**src/rtl/regfile_write_queue.sv**
```systemverilog
// Writeback write queue in front of the register file write port, with youngest-wins bypass lookups.
// Optional macro WBQ_COALESCE_EN: a write to the youngest entry's address overwrites that entry.
module regfile_write_queue #(
  parameter int DEPTH = 4,
  parameter int DW    = 8,
  parameter int AW    = 4
) (
  input  logic                     CLK,
  input  logic                     RST_N,
  input  logic                     flush,
  input  logic                     in_valid,
  output logic                     in_ready,
  input  logic [AW-1:0]            in_addr,
  input  logic [DW-1:0]            in_data,
  input  logic                     wr_stall,
  output logic                     wr_en,
  output logic [AW-1:0]            wr_addr,
  output logic [DW-1:0]            wr_data,
  input  logic [AW-1:0]            byp_addr1,
  output logic                     byp_hit1,
  output logic [DW-1:0]            byp_data1,
  input  logic [AW-1:0]            byp_addr2,
  output logic                     byp_hit2,
  output logic [DW-1:0]            byp_data2,
  output logic [$clog2(DEPTH):0]   count
);

  localparam int PW = $clog2(DEPTH);
  localparam int CW = PW + 1;

  logic [PW-1:0] head_q, head_d, tail_q, tail_d;
  logic [CW-1:0] count_q, count_d;
  logic [AW-1:0] addr_q [DEPTH];
  logic [DW-1:0] data_q [DEPTH];

  logic          empty, full, drain_fire, coalesce, accept, alloc;
  logic [PW-1:0] youngest, wr_idx;

  assign empty    = (count_q == '0);
  assign full     = (count_q == CW'(DEPTH));
  assign youngest = tail_q - PW'(1);

  assign wr_en      = ~empty;
  assign wr_addr    = empty ? '0 : addr_q[head_q];
  assign wr_data    = empty ? '0 : data_q[head_q];
  assign drain_fire = wr_en & ~wr_stall;

`ifdef WBQ_COALESCE_EN
  // Merging into the head while it is being written would lose the new data, so allocate instead.
  assign coalesce = ~empty & (in_addr != '0) & (in_addr == addr_q[youngest])
                  & ~((count_q == CW'(1)) & drain_fire);
`else
  assign coalesce = 1'b0;
`endif

  assign in_ready = ~full | drain_fire | coalesce;
  // Writes to the hardwired zero register complete the handshake but are dropped.
  assign accept   = in_valid & in_ready & (in_addr != '0);
  assign alloc    = accept & ~coalesce;
  assign wr_idx   = coalesce ? youngest : tail_q;
  assign count    = count_q;

  always_comb begin
    head_d  = head_q;
    tail_d  = tail_q;
    count_d = count_q;
    if (flush) begin
      head_d  = '0;
      tail_d  = '0;
      count_d = '0;
    end else begin
      if (drain_fire) head_d = head_q + PW'(1);
      if (alloc)      tail_d = tail_q + PW'(1);
      count_d = count_q + CW'(alloc) - CW'(drain_fire);
    end
  end

  always_ff @(posedge CLK or negedge RST_N) begin
    if (!RST_N) begin
      head_q  <= '0;
      tail_q  <= '0;
      count_q <= '0;
    end else begin
      head_q  <= head_d;
      tail_q  <= tail_d;
      count_q <= count_d;
    end
  end

  // NOTE: entry storage has no reset; count alone decides validity, so stale contents are never observed.
  always_ff @(posedge CLK) begin
    if (accept && !flush) begin
      addr_q[wr_idx] <= in_addr;
      data_q[wr_idx] <= in_data;
    end
  end

  // Walk entries oldest to youngest so the last match left standing is the youngest.
  always_comb begin
    // NOTE: every output of this block gets a default first, so no path can infer a latch.
    byp_hit1  = 1'b0;
    byp_data1 = '0;
    byp_hit2  = 1'b0;
    byp_data2 = '0;
    for (int i = 0; i < DEPTH; i++) begin
      if (CW'(i) < count_q) begin
        if ((byp_addr1 != '0) && (addr_q[head_q + PW'(i)] == byp_addr1)) begin
          byp_hit1  = 1'b1;
          byp_data1 = data_q[head_q + PW'(i)];
        end
        if ((byp_addr2 != '0) && (addr_q[head_q + PW'(i)] == byp_addr2)) begin
          byp_hit2  = 1'b1;
          byp_data2 = data_q[head_q + PW'(i)];
        end
      end
    end
  end

endmodule

```
**config.mk**
```make
export PLATFORM = sky130hd
export DESIGN_NAME = regfile_write_queue
export DESIGN_NICKNAME = d
export VERILOG_FILES = /design/src/rtl/regfile_write_queue.sv
export SDC_FILE = /design/constraint.sdc
export NUM_CORES = 1
export LEC_CHECK = 0
export CAP_MARGIN = 20
export CORE_MARGIN = 2
export CORE_UTILIZATION = 55
export CTS_CLUSTER_SIZE = 24
export DETAILED_ROUTE_END_ITERATION = 6
export PLACE_DENSITY = 0.8
export SYNTH_ARGS = -nofsm -noshare
export SYNTH_HDL_FRONTEND = slang
export SYNTH_SLANG_ARGS = --single-unit
export TNS_END_PERCENT = 5
```
**constraint.sdc**
```tcl
create_clock -name CLK -period 3.56 [get_ports CLK]
set_clock_uncertainty 0.1 [all_clocks]
set_input_delay 0.89 -clock CLK [delete_from_list [all_inputs] [get_ports CLK]]
set_output_delay 0.89 -clock CLK [all_outputs]
set_load 0.01 [all_outputs]
```
==> reports/metrics.cfg <==
[cells_and_area]
fin_nets=526
nFillCells=501
final_area_mm2=0.00575
syn_to_final_growth_pct=35.3
final_util_pct=75.6
drive_gt1_share_pct=34.3
antenna_cells=0

[setup_path]
endpoint_kind=output pin
r2r_cells=10
cp.required_ns=2.57
worst-path-max-fanout=8
crit_top_cell=buf_12
r2r_end=count[2]
crit_path_cell_trace=buf_12 > buf_6 > mux4_2 > mux2i_1 > or3_4 > a2111oi_4 > clkbuf_16 > buf_12 > nand2_1 > o31ai_2 > buf_2
arrival_ns=2.93
reg2reg_from=count[1]
r2r_setup_slack_ns=1.22
path_class=flip-flop to output pin
crit_slowest_cell=dfrtp_2
start_kind=flip-flop
max_stage_delay_ns=0.45

[yosys]
synth_cells=381
yosysWarningCount=0
synth-edff-count=48
syn_nets=415
post_synth_num_cell_types=44
yosysTopAreaCell=edfxtp_1
async_flop_share_pct=12.7
netlist_area_mm2=0.00425
synth_seq_area_share_pct=38.0
ys.flop_type=edfxtp_1
ys_top_cells_by_count=48 x edfxtp_1, 48 x nor2_1, 43 x mux2i_1, 25 x nand2_1, 21 x mux4_2
synth_top_area_share_pct=33.9
synth_area_leaders=edfxtp_1 34%, mux4_2 11%, mux2i_1 10%
syn_area_per_cell_um2=11.2
ys_ff_latch=55

[pwr]
vdd_drop_max_mv=0.520
powerDensity_mw_per_mm2=554
power.leakage_nw=2.12

[place]
gp_congestion=0.993
place_area_mm2=0.00532
port_buffers=59
dp_hpwl_um=8590

[detailed_routing]
drc=0
wl_per_cell_um=19.1
drtPass1Iterations=7
viasPerCell=6.07
vias=3614
postRouteAntennaNets=0
routed_wl_um=11400
drt_iter0_markers=228

[floorplanning]
start_util_pct=55.9
die_w_um=91.9
rows=32
ioPinCount=60
die_area_mm2=0.00845
die_h_um=91.9
core_mm2=0.00761

[cts]
cts.clk_slew.worst_paths_ns=0.09
cts.path.max_buffers=2
clk-insertion-delay-late_ns=0.31
clock-sinks=55
holdBufCountCts=0
tritoncts=done
numCtsBuffers=5
clock-root-buffer=clkbuf_8
htreeDepth=2

[sta]
layout_setup_ws_ns=-0.356
final.period_utilization_pct=110
drv_slew=0
fmax_mhz=255
grt_setup_unrepaired=true
min_period_ns=3.92
finalHoldViolations=0
worst_pin_slew_ns=0.638
setup-violations-final=18
max-slew-margin-rel_pct=57.5

[grt]
grt_pass1_wl_um=17800
grt_max_degree=34
grt_use_total_pct=26.9
grt_pass1_vias=3468
grt_overflow=0
antenna_found_initial=0

[min_path]
hold_class=flip-flop to flip-flop
min-delay-start=tail_q[1]
hold_depth=2
min_to=tail_q[1]

[run_status]
status=complete, but fails checks
violations=setup timing

[job]
drv_cap=0

cell usage in the layout (no fill, tap or decap), types with 8 or more instances in the layout:
cell / netlist / layout
and2_1: 11 / 10
a221oi_1: 16 / 9
dlygate4sd2_1: 0 / 9
clkdlybuf4s50_1: 0 / 33
mux2i_1: 43 / 39
buf_4: 0 / 55
mux4_2: 21 / 22
inv_1: 10 / 10
nand2_1: 25 / 21
ha_1: 8 / 8
o31ai_1: 17 / 13
nor2b_1: 8 / 8
a21oi_1: 15 / 14
xnor2_1: 19 / 16
buf_2: 6 / 17
buf_6: 4 / 9
xor2_1: 11 / 9
edfxtp_1: 48 / 48
nor2_1: 48 / 47
worst max-delay path: cells and delay by family, from the launching register on:
| family | cells | cell delay [ns] |
|---|---|---|
| AOI/OAI and AO/OA | 2 | 0.49 |
| buffers and inverters | 5 | 0.78 |
| DFF | 1 | 0.45 |
| muxes | 2 | 0.48 |
| and+or+nand+nor | 2 | 0.41 |
registers in the layout (all words and copies together) (netlist names):
| signal | cells |
|---|---|
| addr_q | 16 |
| count | 3 |
| head_q | 2 |
| tail_q | 2 |
| data_q | 32 |
metrics by stage:
step / setup TNS, ns / power, W / std cells / setup slack, ns / hold WS (ns)
floorplan: 0 / 0.00190 / 381 / 0.0159 / 0.442
global placement: -13.45 / 0.00257 / 578 / -0.825 / 0.467
global route: -6.57 / 0.00335 / 595 / -0.436 / 0.533
CTS: -3.88 / 0.00311 / 593 / -0.306 / 0.515
detailed placement: -14.54 / 0.00262 / 578 / -0.896 / 0.494
finish: -4.97 / 0.00319 / 595 / -0.356 / 0.504
where the power goes:
part | leakage (nW) | internal (W) | total (W) | switching, W
registers | 0.525 | 0.000752 | 0.000790 | 0.0000380
clock network | 0.0461 | 0.000142 | 0.000343 | 0.000201
logic | 1.55 | 0.00103 | 0.00205 | 0.00102
total | 2.12 | 0.00192 | 0.00319 | 0.00126
logic make-up (layout without fill, tap and decap cells):
logic type	after synthesis	count (layout)	share of synthesized area, %
xor+xnor	30	30	6.18
buf+inv	37	149	4.56
flops	55	55	38.0
fa+ha+maj	9	9	2.82
compound gates	63	63	11.9
mux	72	72	23.7
simple gates	115	115	12.8
layout make-up:
| type | instances | area [um^2] | area share (%) |
|---|---|---|---|
| inverters | 10 | 37.5 | 0.652 |
| clock buffers | 5 | 68.8 | 1.20 |
| repair buffers | 131 | 1190 | 20.7 |
| clock inverters | 3 | 23.8 | 0.413 |
| multi-input cells | 289 | 2690 | 46.7 |
| flip-flops and latches | 55 | 1620 | 28.1 |
| well taps | 102 | 128 | 2.22 |
layer usage:
layer	wire, um	vias to the layer above	track usage (%)
li1	-	1662	-
met5	0	-	0
met3	828	33	2.55
met4	236	0	6.97
met2	5540	193	45.0
met1	4760	1726	38.1
repair_timing:
| item | in CTS | in global routing |
|---|---|---|
| setup endpoints to repair | 19 | 19 |
| pin swaps | 26 | 4 |
| buffers inserted | 7 | 1 |
| cloned | 1 | 1 |
| gates resized for setup | 118 | 17 |
| hold endpoints to repair | 0 | 0 |
worst max path at each step:
stage / depth (start not counted) / slack, ns / start / endpoint
3_5_place_dp: 9 / -0.90 / byp_addr1[0] / byp_data1[0]
5_1_grt: 11 / -0.44 / head_q[0] / byp_data1[2]
3_3_place_gp: 8 / -0.83 / byp_addr1[2] / byp_data1[0]
6_report: 11 / -0.36 / head_q[0] / byp_data1[2]
4_1_cts: 9 / -0.31 / head_q[0] / byp_data1[0]
2_1_floorplan: 8 / 0.02 / byp_addr1[3] / byp_data1[7]
Note: power is estimated with default switching activity, not from simulation.
